--- config.mk ---
export PLATFORM = sky130hd
export DESIGN_NAME = pipelined_dual_port_ram
export DESIGN_NICKNAME = d
export VERILOG_FILES = /design/src/rtl/pipelined_dual_port_ram.sv
export SDC_FILE = /design/constraint.sdc
export NUM_CORES = 1
export LEC_CHECK = 0
export CAP_MARGIN = 20
export CORE_MARGIN = 3
export CORE_UTILIZATION = 40
export CTS_BUF_LIST = sky130_fd_sc_hd__clkbuf_8
export DETAILED_ROUTE_END_ITERATION = 16
export PLACE_DENSITY = 0.63
export SYNTH_ARGS = -nofsm -noshare
export SYNTH_HDL_FRONTEND = slang
export SYNTH_SLANG_ARGS = --single-unit
--- constraint.sdc ---
create_clock -name clock -period 3.05 [get_ports clock]
set_input_delay 0.305 -clock clock [delete_from_list [all_inputs] [get_ports clock]]
set_output_delay 0.305 -clock clock [all_outputs]
set_load 0.02 [all_outputs]
--- src/rtl/pipelined_dual_port_ram.sv ---
// pipelined_dual_port_ram
//   Simple dual-port RAM (one write port, one read port, one clock) with a
//   READ_LATENCY-deep registered read pipeline, per-granule write masking,
//   selectable read-during-write behaviour and a sequential clear engine that
//   zeroes the array one word per cycle, so no parallel reset of the storage is
//   needed and the array can map onto SRAM macros.
//
// Ports
//   clock          rising-edge clock
//   resetn         asynchronous active-low reset
//   clear          request to zero the array (only honoured in READY)
//   busy           clear engine running; accesses are ignored
//   write_enable   write request
//   write_address  write word address
//   write_mask     bit i enables data bits [i*GRANULE +: GRANULE]
//   write_data     write data
//   read_enable    read request
//   read_address   read word address
//   read_data      read result, held between reads
//   read_valid     one-cycle pulse marking new read_data
//
// State | meaning
//   CLEAR | writing zero to memory[clear_count], busy=1
//   READY | normal read/write operation

module pipelined_dual_port_ram #(
    parameter int WIDTH             = 32,
    parameter int DEPTH             = 16,
    parameter int ADDRESS_WIDTH     = $clog2(DEPTH),
    parameter int GRANULE           = 8,
    parameter int READ_LATENCY      = 1,
    parameter int READ_DURING_WRITE = 0,
    parameter int CLEAR_ON_RESET    = 1,
    localparam int MASK_WIDTH       = WIDTH / GRANULE
) (
    input  logic                     clock,
    input  logic                     resetn,
    input  logic                     clear,
    output logic                     busy,
    input  logic                     write_enable,
    input  logic [ADDRESS_WIDTH-1:0] write_address,
    input  logic [MASK_WIDTH-1:0]    write_mask,
    input  logic [WIDTH-1:0]         write_data,
    input  logic                     read_enable,
    input  logic [ADDRESS_WIDTH-1:0] read_address,
    output logic [WIDTH-1:0]         read_data,
    output logic                     read_valid
);

    typedef enum logic {
        CLEAR = 1'b0,
        READY = 1'b1
    } state_t;

    localparam state_t RESET_STATE = (CLEAR_ON_RESET != 0) ? CLEAR : READY;
    localparam logic [ADDRESS_WIDTH-1:0] LAST_INDEX = ADDRESS_WIDTH'(DEPTH - 1);
    // One extra bit so that DEPTH itself is representable when DEPTH is a power of two.
    localparam logic [ADDRESS_WIDTH:0] DEPTH_EXT = (ADDRESS_WIDTH + 1)'(DEPTH);

    state_t                   state;
    state_t                   next_state;
    logic [ADDRESS_WIDTH-1:0] clear_count;

    logic [WIDTH-1:0]         memory [DEPTH];

    logic [READ_LATENCY-1:0][WIDTH-1:0] pipe_data;
    logic [READ_LATENCY-1:0]            pipe_valid;

    logic             write_in_range;
    logic             read_in_range;
    logic             write_accept;
    logic             read_accept;
    logic             collision;
    logic [WIDTH-1:0] write_old_word;
    logic [WIDTH-1:0] write_word;
    logic [WIDTH-1:0] read_old_word;
    logic [WIDTH-1:0] read_merged_word;
    logic [WIDTH-1:0] read_word;

    // ---------------- FSM ----------------
    always_ff @(posedge clock or negedge resetn) begin
        if (!resetn) begin
            state       <= RESET_STATE;
            clear_count <= '0;
        end else begin
            state <= next_state;
            if (state == CLEAR) begin
                clear_count <= (clear_count == LAST_INDEX) ? '0 : clear_count + 1'b1;
            end
        end
    end

    always_comb begin
        next_state = state;
        busy       = 1'b0;
        case (state)
            CLEAR: begin
                busy = 1'b1;
                if (clear_count == LAST_INDEX) begin
                    next_state = READY;
                end
            end
            READY: begin
                if (clear) begin
                    next_state = CLEAR;
                end
            end
        endcase
    end

    // ---------------- access decode ----------------
    always_comb begin
        write_in_range = ({1'b0, write_address} < DEPTH_EXT);
        read_in_range  = ({1'b0, read_address} < DEPTH_EXT);
        write_accept   = write_enable && !busy && write_in_range;
        read_accept    = read_enable && !busy;
        collision      = write_accept && read_in_range && (write_address == read_address);

        write_old_word = '0;
        if (write_in_range) begin
            write_old_word = memory[write_address];
        end
        read_old_word = '0;
        if (read_in_range) begin
            read_old_word = memory[read_address];
        end

        write_word       = write_old_word;
        read_merged_word = read_old_word;
        for (int g = 0; g < MASK_WIDTH; g++) begin
            if (write_mask[g]) begin
                write_word[g*GRANULE +: GRANULE]       = write_data[g*GRANULE +: GRANULE];
                read_merged_word[g*GRANULE +: GRANULE] = write_data[g*GRANULE +: GRANULE];
            end
        end

        // Out-of-range reads yield zero via read_old_word's default.
        read_word = ((READ_DURING_WRITE != 0) && collision) ? read_merged_word : read_old_word;
    end

    // ---------------- storage (no reset: cleared by the engine) ----------------
    always_ff @(posedge clock) begin
        if (busy) begin
            memory[clear_count] <= '0;
        end else if (write_accept) begin
            memory[write_address] <= write_word;
        end
    end

    // ---------------- read pipeline ----------------
    // Stages keep shifting while busy so reads issued before a clear still complete.
    always_ff @(posedge clock or negedge resetn) begin
        if (!resetn) begin
            pipe_valid <= '0;
            pipe_data  <= '0;
            read_valid <= 1'b0;
            read_data  <= '0;
        end else begin
            pipe_valid[0] <= read_accept;
            pipe_data[0]  <= read_word;
            for (int i = 1; i < READ_LATENCY; i++) begin
                pipe_valid[i] <= pipe_valid[i-1];
                pipe_data[i]  <= pipe_data[i-1];
            end
            read_valid <= pipe_valid[READ_LATENCY-1];
            if (pipe_valid[READ_LATENCY-1]) begin
                read_data <= pipe_data[READ_LATENCY-1];
            end
        end
    end

endmodule

==> impl_metrics.py <==
metrics = {
    "routing": {
        "drt_pre_antenna_iters": 5,
        "drc_errors": 0,
        "detailed_router_s_first_iteration_violation_count": 1148,
        "antenna_left": 0,
        "wire_per_inst_microns": 24.0,
        "avgViaCountPerCell": 5.45,
        "totalWireLength_mm": 50.1,
        "dr_total_vias": 11400,
    },
    "worst_setup_path": {
        "required_ns": 2.74,
        "worstSetupPathType": "register to primary output",
        "regToRegStartpoint": "state$_DFF_PN0_",
        "setup_crit_end_kind": "primary output",
        "worst_r2r_path_depth": 4,
        "worstSetupStartpointType": "register",
        "worst-r2r-setup-slack_ns": 0.46,
        "rr_endpoint": "memory[5][2]$_DFFE_PP_",
        "crit_fanout": 8,
        "arrival_ns": 2.32,
    },
    "clock_tree": {
        "clock_tree.buffer_depth": 3,
        "cts.repair_timing.setup_buffer_count": 0,
        "cts_max_level": 3,
        "clk_latency_ns": 0.67,
        "cts.repair.resized": 0,
        "clk_pin_slew_ns": 0.07,
        "postCtsHoldBufs": 1,
        "tritoncts": "yes",
        "clock_sinks": 583,
        "tritoncts.num_buffers": 96,
        "clock_tree_root": "sky130_fd_sc_hd__clkbuf_8",
    },
    "logic_synthesis": {
        "netlist_instances": 1079,
        "synth_top_cell_by_area": "sky130_fd_sc_hd__edfxtp_1",
        "synth.top_cell.area_share": 0.689,
        "postSynthRegisterBits": 583,
        "yosysWarningCount": 0,
        "synthesis.area_per_instance_sq_um": 20.7,
        "synthDistinctLibCells": 32,
        "syn-num-nets": 1129,
        "yosysSeqAreaShare": 0.769,
        "synth.top_cells.by_area": "sky130_fd_sc_hd__edfxtp_1 (69%), sky130_fd_sc_hd__mux4_2 (13%), sky130_fd_sc_hd__dfrtp_1 (8.0%)",
        "post_synthesis_cell_area_sq_um": 22300,
    },
    "power_and_ir_drop": {
        "cellPowerDensity_nw_per_um2": 802,
        "static-leakage-power_nw": 9.10,
        "vdd_drop_max_mv": 0.418,
    },
    "final_layout": {
        "layout.cells.most_common_list": "sky130_fd_sc_hd__edfxtp_1 (512), sky130_fd_sc_hd__mux4_2 (128), sky130_fd_sc_hd__clkbuf_8 (106)",
        "final_common_cell": "sky130_fd_sc_hd__edfxtp_1",
        "n_antenna_cell": 0,
        "final_nets": 1322,
        "area_growth_pct": 18.0,
        "layout.core_utilization": 0.483,
        "drive_above_1_share": 0.277,
    },
    "floorplanning": {
        "fp.dieH_microns": 242,
        "die_area_sq_um": 58700,
        "io_pins": 83,
        "die-width_microns": 242,
        "floorplan.core_area_sq_um": 54600,
        "floorplan_row_count": 85,
        "initial_core_util": 0.409,
    },
    "timing": {
        "min_period_ns": 2.63,
        "tightest_slew_ns": 1.17,
        "timing.setup.tns_ns": 0,
        "worst_skew_ns": 0.0246,
        "unrepaired_setup_endpoints_after_global_routing": "no",
        "peak_freq_mhz": 381,
        "final_report_setup_violation_count": 0,
        "finalCritPeriodShare": 0.861,
        "hold_viol": 0,
        "slew_headroom": 0.219,
        "minimum_setup_slack_in_the_final_design_ns": 0.423,
        "slew_viol_final": 0,
    },
    "grt": {
        "gr_util_all_layers": 0.173,
        "grt_antenna_before_repair": 0,
        "sum_of_overflow_across_all_layers_after_global_routing": 0,
        "grt_max_degree": 69,
        "grt_pass1_wl_mm": 76.6,
        "first_global_vias": 11900,
    },
    "placed_design": {
        "dpl.hpwl_mm": 31.5,
        "port-buffer-count": 82,
        "place.gp.congestion": 0.827,
        "dpl_worst_slack_ns": 0.111,
    },
    "flow_run": {
        "drv.max_cap_violation_count": 0,
    },
    "hold_path": {
        "hold_class": "primary input to asynchronous set/reset pin",
    },
    "run_status": {
        "result_of_the_run": "completed",
    },
}
[layer usage]
layer	wire length, microns	part of all wire	track usage	up-vias
li1	-	-	-	4900
met3	3290	0.066	0.0334	111
met5	0	0	0	-
met4	1370	0.027	0.0580	0
met1	21500	0.43	0.244	5925
met2	24000	0.48	0.273	449
[flip-flops by register name, indices dropped and copies added, names as in the netlist]
| signal | flops |
|---|---|
| clear_count | 4 |
| memory | 512 |
| pipe_data | 32 |
| pipe_valid | 1 |
| read_data | 32 |
| read_valid | 1 |
| state | 1 |
[worst max-delay path by stage]
stage,to,startpoint,slack [ns]
floorplan,memory[15][0]$_DFFE_PP_,write_mask[0],0.90
global placement,memory[2][27]$_DFFE_PP_,write_mask[1],0.16
detailed placement,memory[2][27]$_DFFE_PP_,write_mask[3],0.11
CTS,busy,state$_DFF_PN0_,0.36
global route,busy,state$_DFF_PN0_,0.32
finish,busy,state$_DFF_PN0_,0.42
[metrics by stage]
stage               hold slack (ns)  instance area [sq um]  std cells  power, mW
global route                  0.206                  26300       2089       22.1
floorplan                   0.00941                  22300       1079       13.2
finish                        0.222                  26300       2089       21.1
global placement              0.362                  24500       1907       14.8
CTS                           0.174                  26300       2084       21.3
detailed placement            0.368                  24500       1907       14.9
[final cells by class]
class | count | area, sq um
Clock inverter | 71 | 372
Sequential cell | 583 | 17200
Multi-Input combinational cell | 425 | 4890
Clock buffer | 105 | 1450
Tap cell | 739 | 925
Inverter | 1 | 3.75
Fill cell | 4447 | 28200
Timing Repair Buffer | 165 | 1550
[cell usage after synthesis]
| library cell | instances |
|---|---|
| sky130_fd_sc_hd__nor4_2 | 1 |
| sky130_fd_sc_hd__nand3_1 | 1 |
| sky130_fd_sc_hd__xnor2_1 | 1 |
| sky130_fd_sc_hd__clkinv_1 | 1 |
| sky130_fd_sc_hd__mux2_2 | 33 |
| sky130_fd_sc_hd__or4b_1 | 6 |
| sky130_fd_sc_hd__buf_1 | 7 |
| sky130_fd_sc_hd__o2111ai_1 | 6 |
| sky130_fd_sc_hd__a21oi_1 | 69 |
| sky130_fd_sc_hd__nor3b_1 | 1 |
| sky130_fd_sc_hd__o21ai_0 | 1 |
| sky130_fd_sc_hd__a22oi_1 | 64 |
| sky130_fd_sc_hd__mux2i_1 | 1 |
| sky130_fd_sc_hd__and3_1 | 32 |
| sky130_fd_sc_hd__mux4_2 | 128 |
| sky130_fd_sc_hd__a211o_1 | 1 |
| sky130_fd_sc_hd__or4_1 | 2 |
| sky130_fd_sc_hd__buf_2 | 17 |
| sky130_fd_sc_hd__clkbuf_1 | 43 |
| sky130_fd_sc_hd__o211ai_1 | 9 |
| sky130_fd_sc_hd__nand2b_1 | 1 |
| sky130_fd_sc_hd__o31ai_1 | 1 |
| sky130_fd_sc_hd__buf_4 | 3 |
| sky130_fd_sc_hd__and2_1 | 3 |
| sky130_fd_sc_hd__ha_1 | 1 |
| sky130_fd_sc_hd__edfxtp_1 | 512 |
| sky130_fd_sc_hd__nand4_1 | 9 |
| sky130_fd_sc_hd__a21o_1 | 1 |
| sky130_fd_sc_hd__nand2_1 | 38 |
| sky130_fd_sc_hd__nor2b_1 | 10 |
| sky130_fd_sc_hd__nor2_1 | 5 |
| sky130_fd_sc_hd__dfrtp_1 | 71 |
[where the power goes]
group          internal (mW)  switching, mW
Clock                   3.41           2.97
Sequential              10.6          0.498
Combinational           1.51           2.18
Total                   15.5           5.65
[kinds of logic (layout without fill, tap and decap cells)]
kind of cell	Yosys count	count (layout)	synth area share
and+or+nand+nor	109	109	0.0271
buffers and inverters	71	342	0.0134
DFF	583	583	0.769
muxes	162	162	0.146
xor gates and xnor gates	1	1	0.000393
AOI/OAI and AO/OA	152	152	0.0437
adders and majority gates	1	1	0.000561
[critical path: stages, from the launching register on]
cell and delay, ns:
sky130_fd_sc_hd__dfrtp_1 0.62, sky130_fd_sc_hd__clkinv_1 0.40, sky130_fd_sc_hd__clkdlybuf4s50_1 0.65
Power figures use the tool's default switching activity.
==> patch: new RTL, same flow settings <==
Set the parameter `READ_LATENCY` to 2 (it was 1).
--- a/src/rtl/pipelined_dual_port_ram.sv
+++ b/src/rtl/pipelined_dual_port_ram.sv
@@ -29,5 +29,5 @@
     parameter int ADDRESS_WIDTH     = $clog2(DEPTH),
     parameter int GRANULE           = 8,
-    parameter int READ_LATENCY      = 1,
+    parameter int READ_LATENCY      = 2,
     parameter int READ_DURING_WRITE = 0,
     parameter int CLEAR_ON_RESET    = 1,
Function: no difference found for any inputs over 10 cycles, from zero or initial values and one cycle with resetn low; that may be too few to reach the edited logic, so the function may still have changed.
==> patch against the original RTL <==
Count of clock-buffer cells in the layout grew 1. Cell count grew 3.1%. Worst setup slack gained 0.28 ns. Area after synthesis grew 3.7%. Design area grew 3.2%. Total power grew 4.1%. Sequential cell count grew 33. Sequential share of layout area grew 0.99 points. Clock power grew 1%. Routed wire length grew 2.6%.
==> patch: results (changes against the original RTL) <==
| Metric | Value |
|---|---|
| Top cells by area, synth | edfxtp_1 (66%), mux4_2 (12%), dfrtp_1 (11%) |
| Final wirelength | 51.5 mm (+2.6%) |
| Post-synth EDFFs | 512 (unchanged) |
| Worst path slowest cell | clkdlybuf4s50_1 |
| Ys async rst share | 0.169 (+0.0470) |
| Detailed Route Iter0 Violations | 1165 (+1.5%) |
| Top flop regs | memory x512, pipe_data x64, read_data x32 |
| Worst path top cell family by delay | buffers and inverters |
| First-pass iteration count of the detailed router | 5 (unchanged) |
| Postcts setup bufs | 0 (unchanged) |
| Leak | 9.56 nW (+5.1%) |
| P_sw | 5.92 mW (+4.9%) |
| DPL Wire Length | 31.0 mm (-1.5%) |
| Via count | 11700 (+3.0%) |
| Crit path DAT | 2.04 ns (-0.28 ns) |
| VDD IR max | 0.350 mV (-16%) |
| Post-synth net total | 1162 (+2.9%) |
| Post-synthesis mux area share | 0.141 (-0.00522) |
| Root Buffer | clkbuf_8 |
| CTS H-tree lvls | 3 (unchanged) |
| CTS max path bufs | 3 (unchanged) |
| GRT Total Usage | 0.174 (+0.00118) |
| Share of cells above drive strength 1 | 0.275 (-0.00164) |
| Ys flop type | edfxtp_1 |
| Max-Cap Viols | 0 (unchanged) |
| PortBufs | 82 (unchanged) |
| Initial antenna violation count | 0 (unchanged) |
| Max transition margin | 0.376 (+0.156) |
| Status | complete, no violations |
| First-pass GRT wire length | 77.9 mm (+1.8%) |
| XOR/XNOR share of the synthesized area | 0.000378 (-0.0000140) |
| Netlist cell types | 32 (unchanged) |
| Worst-skew pair later-pin latency | 0.66 ns |
| Post-synthesis sequential area ratio | 0.777 (+0.00826) |
| Ys Warns | 0 (unchanged) |
| Final Skew | 0.0244 ns (-0.000192 ns) |
| Placer Congestion | 0.885 (+7.0%) |
| Complex-gate fraction of the synthesized area | 0.0421 (-0.00156) |
| Synth cell count leaders | edfxtp_1 (512), mux4_2 (128), dfrtp_1 (104) |
| Total power | 22.0 mW (+4.1%) |
| Placed cell areas | 0.0253 mm2 (+3.6%) |
| Total CTS buffers | 98 (+2.1%) |
| Largest net degree at the start of global routing | 66 (-4.3%) |
| Clock slew at reported path FFs | 0.06 ns |
| Final nets | 1364 (+3.2%) |
| Post-synthesis adder-cell area fraction | 0.000541 (-0.0000200) |
| Logic power comb | 3.97 mW (+7.6%) |
| Slowest stage delay, CP | 0.61 ns (-0.04 ns) |
| Crit-path max FO | 7 (-1) |
| Diodes inserted | 0 (unchanged) |
| Seq group | 11.6 mW (+5%) |
| Worst Hold Class | primary input to asynchronous set/reset pin |
==> patch: changes by cell type in the layout (fill, tap and decap cells not counted), sizes merged <==
cell | before | now
clkbuf | 106 | 107
buf | 84 | 91
inv | 39 | 41
clkinvlp | 4 | 3
clkinv | 26 | 33
dfrtp | 71 | 104
bufinv | 3 | 2
==> patch: per-stage QoR <==
step | std cells | hold WS (ns) | utilization | worst slack (ns)
after global placement | 1969 | 0.331 | 0.446 | 0.433
after detailed placement | 1969 | 0.335 | 0.446 | 0.381
after CTS | 2154 | 0.181 | 0.478 | 0.672
after global routing | 2154 | 0.245 | 0.478 | 0.627
final | 2154 | 0.193 | 0.478 | 0.708
after floorplan | 1112 | 0.00941 | - | 0.900
==> patch: what timing repair did <==
item,4_1_cts,5_1_grt
hold buffers,1,0
endpoints found under the hold margin,64,0
resized for setup,0,0
==> patch: layout make-up <==
type                            count  area, um2
Timing Repair Buffer              172       1550
Tap cell                          756        946
Sequential cell                   616      18000
Multi-Input combinational cell    425       4870
Clock inverter                     78        375
Clock buffer                      106       1460
Inverter                            1       3.75
Fill cell                        4748      29600
==> patch: path summary, 6_finish.rpt <==
check | start | to | slack, ns | depth (start not counted)
max | state | busy | 0.71 | 3
max reg2reg | state | memory[7][11] | 0.87 | 5
min | resetn | pipe_data[53] | 0.19 | 2
min in group clock | clear | state | 0.28 | 2
max in group asynchronous | resetn | pipe_data[16] | 2.17 | 3
min reg2reg | pipe_data[31] | pipe_data[63] | 0.35 | 0
==> patch: metal layers <==
| layer | track usage | up-vias | wire [um] |
|---|---|---|---|
| li1 | - | 5020 | - |
| met1 | 0.253 | 6168 | 22400 |
| met2 | 0.270 | 467 | 24300 |
| met3 | 0.0344 | 75 | 3710 |
| met4 | 0.0516 | 0 | 1000 |
| met5 | 0 | - | 0 |
